[src/rtl/fetch_sequencer_pkg.sv]
// Shared fetch/decode constants and the ALU_System fetch control word.
// Latency: n/a (types and constants only). Backpressure: n/a.
// Encodings must track the ALU_System decode; the decode stage imports these too.
package fetch_pkg;

    typedef enum logic [2:0] {
        IDLE     = 3'd0,
        FETCH_LO = 3'd1,
        FETCH_HI = 3'd2,
        VALID    = 3'd3,
        HALT     = 3'd4
    } fetch_state_e;

    localparam logic [1:0] PC_SEL      = 2'b00;
    localparam logic [3:0] PC_RSEL     = 4'b0111;
    localparam logic [1:0] ARF_FUN_INC = 2'b01;
    localparam logic [1:0] IR_FUN_LOAD = 2'b10;

    typedef struct packed {
        logic [1:0] out_d_sel;
        logic [1:0] arf_fun;
        logic [3:0] arf_reg_sel;
        logic       ir_lh;
        logic       ir_en;
        logic [1:0] ir_fun;
        logic       mem_wr;
        logic       mem_cs;
    } fetch_ctrl_t;

    // Inactive word keeps PC selected with INC function but every register disabled.
    function automatic fetch_ctrl_t ctrl_word(input logic active, input logic hi_byte);
        fetch_ctrl_t c;
        c.out_d_sel   = PC_SEL;
        c.arf_fun     = ARF_FUN_INC;
        c.arf_reg_sel = active ? PC_RSEL : 4'b1111;
        c.ir_lh       = active & hi_byte;
        c.ir_en       = active;
        c.ir_fun      = IR_FUN_LOAD;
        c.mem_wr      = 1'b0;
        c.mem_cs      = ~active;
        return c;
    endfunction

endpackage

[src/rtl/fetch_sequencer.sv]
// Two-byte instruction fetch into IR with valid/ready hand-off to decode, flush and HALT stop.
// Latency: 2 cycles from leaving IDLE to Instr_Valid; 3 cycles/instruction back-to-back.
// Backpressure: holds Instr_Valid in VALID until Instr_Ready; no new fetch starts meanwhile.
module fetch_sequencer
    import fetch_pkg::*;
#(
    parameter int          COUNT_W     = 8,
    parameter bit          HALT_EN     = 1'b1,
    parameter logic [3:0]  HALT_OPCODE = 4'hF
) (
    input  logic               Clock,
    input  logic               Reset,
    input  logic               Run,
    input  logic               Flush,
    input  logic               Instr_Ready,
    input  logic [15:0]        IROut,
    output logic [1:0]         ARF_OutDSel,
    output logic [1:0]         ARF_FunSel,
    output logic [3:0]         ARF_RegSel,
    output logic               IR_LH,
    output logic               IR_Enable,
    output logic [1:0]         IR_Funsel,
    output logic               Mem_WR,
    output logic               Mem_CS,
    output logic               Instr_Valid,
    output logic               Halted,
    output logic               Busy,
    output logic [COUNT_W-1:0] Fetch_Count,
    output logic [2:0]         State
);

    fetch_state_e       state_q, state_d;
    logic [COUNT_W-1:0] fetch_count_q, fetch_count_d;
    logic               halt_hit;
    fetch_ctrl_t        ctrl;
    logic               unused_ir_bits;

    assign halt_hit       = HALT_EN && (IROut[15:12] == HALT_OPCODE);
    assign unused_ir_bits = ^IROut[11:0];

    always_comb begin
        state_d       = state_q;
        fetch_count_d = fetch_count_q;
        case (state_q)
            IDLE: begin
                if (Run) state_d = FETCH_LO;
            end
            FETCH_LO: begin
                state_d = Flush ? FETCH_LO : FETCH_HI;
            end
            FETCH_HI: begin
                // A flushed high-byte fetch never completes, so it is not counted.
                if (Flush) begin
                    state_d = FETCH_LO;
                end else begin
                    state_d       = VALID;
                    fetch_count_d = fetch_count_q + COUNT_W'(1);
                end
            end
            VALID: begin
                if (Flush)            state_d = FETCH_LO;
                else if (halt_hit)    state_d = HALT;
                else if (Instr_Ready) state_d = Run ? FETCH_LO : IDLE;
            end
            HALT: begin
                state_d = HALT;
            end
            default: begin
                state_d = IDLE;
            end
        endcase
    end

    always_ff @(posedge Clock or negedge Reset) begin
        if (!Reset) begin
            state_q       <= IDLE;
            fetch_count_q <= '0;
        end else begin
            state_q       <= state_d;
            fetch_count_q <= fetch_count_d;
        end
    end

    // Moore decode: control word depends on state_q only.
    always_comb begin
        ctrl = ctrl_word(1'b0, 1'b0);
        case (state_q)
            FETCH_LO: ctrl = ctrl_word(1'b1, 1'b0);
            FETCH_HI: ctrl = ctrl_word(1'b1, 1'b1);
            default:  ctrl = ctrl_word(1'b0, 1'b0);
        endcase
    end

    assign ARF_OutDSel = ctrl.out_d_sel;
    assign ARF_FunSel  = ctrl.arf_fun;
    assign ARF_RegSel  = ctrl.arf_reg_sel;
    assign IR_LH       = ctrl.ir_lh;
    assign IR_Enable   = ctrl.ir_en;
    assign IR_Funsel   = ctrl.ir_fun;
    assign Mem_WR      = ctrl.mem_wr;
    assign Mem_CS      = ctrl.mem_cs;
    assign Instr_Valid = (state_q == VALID);
    assign Halted      = (state_q == HALT);
    assign Busy        = (state_q == FETCH_LO) || (state_q == FETCH_HI);
    assign Fetch_Count = fetch_count_q;
    assign State       = state_q;

endmodule

[config.mk]
export PLATFORM = sky130hd
export DESIGN_NAME = fetch_sequencer
export DESIGN_NICKNAME = d
export VERILOG_FILES = /design/src/rtl/fetch_sequencer_pkg.sv /design/src/rtl/fetch_sequencer.sv
export SDC_FILE = /design/constraint.sdc
export NUM_CORES = 1
export LEC_CHECK = 0
export ABC_AREA = 1
export CAP_MARGIN = 20
export CORE_MARGIN = 5
export CORE_UTILIZATION = 32
export CTS_CLUSTER_DIAMETER = 60
export DETAILED_ROUTE_END_ITERATION = 6
export GPL_ROUTABILITY_DRIVEN = 1
export PLACE_DENSITY_LB_ADDON = 0.3
export SYNTH_ARGS = -nofsm -noshare
export SYNTH_HDL_FRONTEND = slang
export SYNTH_SLANG_ARGS = --single-unit
[constraint.sdc]
create_clock -name Clock -period 1.05 [get_ports Clock]
set_input_delay 0.2625 -clock Clock [delete_from_list [all_inputs] [get_ports Clock]]
set_output_delay 0.2625 -clock Clock [all_outputs]
set_load 0.02 [all_outputs]
==> results.md <==
- Avg Vias per Cell: 4.410
- Non-filler cells in the finished layout: 178
- Initial DRC count: 9
- I/O Buffers: 26
- Critical Path RT: 0.79 ns
- Max_cap viols: 0
- Placement Setup Slack: -0.5555 ns
- CP cell instances: a21oi_4 -> nand2_4 -> inv_4 -> buf_6
- Reg clk slew, reported paths: 0.07 ns
- Setup ws final: -0.3717 ns
- Pleak: 0.7077 nW
- Chip height: 59.04 um
- Crit-path max FO: 4
- Period utilization: 135.4%
- TritonCTS Buffers: 3
- CTS Hold Buffers Added: 0
- Hold slack: 0.2905 ns
- Area growth, synth to finish: 77.56%
- Drt total wl: 2051 um
- Final Hold Viols: 0
- Peak supply drop: 2354 uV
- Wire per inst: 11.52 um
- Cell variety after synth: 22
- Mapped Cells: 100
- Cell family with most CP delay: flip-flops
- Hold WC Path Type: input pin to asynchronous set/reset pin
- CP max-delay cell: dfrtp_2
- Met3 usage: 4.139%
- Core Region: 2255 um^2
- Final setup vio count: 28
- Clock tree root buffer cell: clkbuf_4
- Asr flop ratio synth: 100.0%
- Critical Path AT: 1.16 ns
- WP buf/inv: 2
- Pwr Density: 2531 nW/um^2
- R2R Setup Slk: -0.28 ns
- Clock Latency Late Sink: 0.26 ns
- Tmin final: 1.422 ns
- Total gr overflow: 0
- CTS tree: yes
- Syn_area_per_cell: 7.695 um^2
- Largest net degree at the start of global routing: 12
- Ant. Diodes: 0
- Flop and latch count out of synthesis: 11
- Global route hottest layer: met2
- Fraction of final layout cells sized beyond drive strength 1: 55.33%
- Final HPWL DP: 1484 um
- Cell row count: 17
- Die area: 3485 um^2
- Crit-path max cell delay: 0.46 ns
- Outcome: complete, but fails checks
- Final core utilization: 60.60%
- Initial antenna violation count: 0
- Met2 usage: 21.29%
- Placed Cells: 167
- Failing checks: setup timing
- GP Congestion: 0.8964
- CTS Buffer Depth: 2
- RR Startpoint: State[2]
- Clk_skew: 0.003546 ns
- First-pass GRT wire length: 3180 um
- Critical Path Start Type: flop
- Post-synth EDFFs: 0
- Vias: 785
- Post-synth top flop: dfrtp_1
- Die X: 59.04 um
- Max Slew Vio Count: 0
- Mapped Area: 769.5 um^2
- Crit path kind: flop to output pin
- GRT Util Overall: 11.75%
- Vias in the first global route: 740
- Drt pass-1 iters: 2
- ANT nets after route: 0
- Max Clock Freq: 0.7034 GHz
- GR Util met1: 12.96%
- CP Capture Type: output pin
- Initial Util: 34.13%
- Yosys warns: 0
- H-tree depth: 1
- Register area share after synthesis: 35.77%
- RSZ-0062 raised after global routing: true
- FF-to-FF path depth: 9
- DRC Markers: 0
- Reg-to-reg endpoint: Fetch_Count[4]
- Layout Nets: 173
- Number of top-level pins: 49
- Clock Sinks: 11
-- cells by family (layout without fill, tap and decap cells) --
kind of cell	Yosys count	count (layout)	share of synthesized area (%)
and+or+nand+nor	47	47	31.55
buffers and inverters	28	70	19.84
DFF	11	11	35.77
AOI/OAI and AO/OA	7	7	4.715
xor gates and xnor gates	4	4	5.530
other	2	10	0.9760
adders and majority gates	1	1	1.626
-- power breakdown --
| part | leakage [nW] | switching [mW] | internal, mW |
|---|---|---|---|
| Clock | 0.0150 | 0.140 | 0.146 |
| Combinational | 0.558 | 1.27 | 1.16 |
| Sequential | 0.134 | 0.157 | 0.582 |
-- cells in the final DEF, fill, tap and decap left out --
cell / netlist / routed
a21oi_4: 0 / 1
buf_2: 0 / 2
buf_4: 12 / 16
buf_6: 0 / 24
clkbuf_1: 0 / 1
clkbuf_4: 0 / 3
clkdlybuf4s50_1: 0 / 7
conb_1: 2 / 10
dfrtp_1: 11 / 5
dfrtp_2: 0 / 6
dlygate4sd2_1: 0 / 1
ha_2: 0 / 1
inv_1: 13 / 9
inv_2: 2 / 3
inv_4: 1 / 4
nand2_1: 30 / 20
nand2_2: 0 / 8
nand2_4: 0 / 2
nand3_1: 5 / 3
nand3_2: 0 / 1
nand3_4: 1 / 2
nand3b_1: 1 / 1
nand4_1: 3 / 3
nor2_2: 1 / 2
nor2_4: 0 / 3
nor2_8: 2 / 2
o21ai_0: 4 / 3
o21ai_1: 1 / 1
o21ai_2: 0 / 1
o22ai_2: 0 / 1
xnor2_1: 2 / 2
xor2_1: 1 / 1
xor2_2: 1 / 1
-- through the flow --
step / TNS, ns / power [mW] / area, um^2
after global placement: -9.349 / 2.745 / 1171
after floorplan: -1.409 / 1.934 / 845.8
final: -5.001 / 3.458 / 1366
after detailed placement: -9.552 / 2.783 / 1171
after CTS: -5.190 / 3.221 / 1261
after global routing: -6.533 / 3.700 / 1366
-- final cells by class --
cell class                 instances  area, um^2
multi-input combinational         69       473.0
sequential                        11       282.8
tap                               28       35.03
fill                             207       888.4
inverter                          16       70.07
timing repair buffer              50       479.2
clock buffer                       4       26.28
-- cells in the mapped netlist (all sizes together) (2+ instances only) --
library cell	instances	share of area, %
nor2	7	8.0
dfrtp	11	36
inv	16	8.1
nand2	30	15
conb	2	0.98
nand4	3	2.4
buf	12	12
xor2	2	3.3
xnor2	2	2.3
o21ai	5	3.3
nand3	6	5.5
-- state kept, by name, indices dropped and copies added (netlist names) --
name and cells:
State 3, Fetch_Count 8
-- per-layer routing --
| metal | vias up | part of all wire (%) | routed length, um |
|---|---|---|---|
| met3 | 4 | 8.3 | 171 |
| met5 | - | 0 | 0 |
| met1 | 361 | 35 | 717 |
| li1 | 390 | - | - |
| met4 | 0 | 1.0 | 21 |
| met2 | 30 | 56 | 1141 |
-- worst max path at each step --
stage              from  cells after the start        endpoint
6_report       State[0]                      4            Busy
5_1_grt        State[0]                      4       IR_Enable
4_1_cts        State[1]                      4            Busy
3_5_place_dp   State[0]                      4            Busy
3_3_place_gp   State[0]                      4            Busy
2_1_floorplan  State[0]                      8  Fetch_Count[4]
-- timing repair --
action                                  4_1_cts  5_1_grt
endpoints found under the setup margin       28       29
setup buffers                                 3        5
pin swaps                                     4       12
gates resized for setup                     113       26
Note: power is estimated with default switching activity, not from simulation.
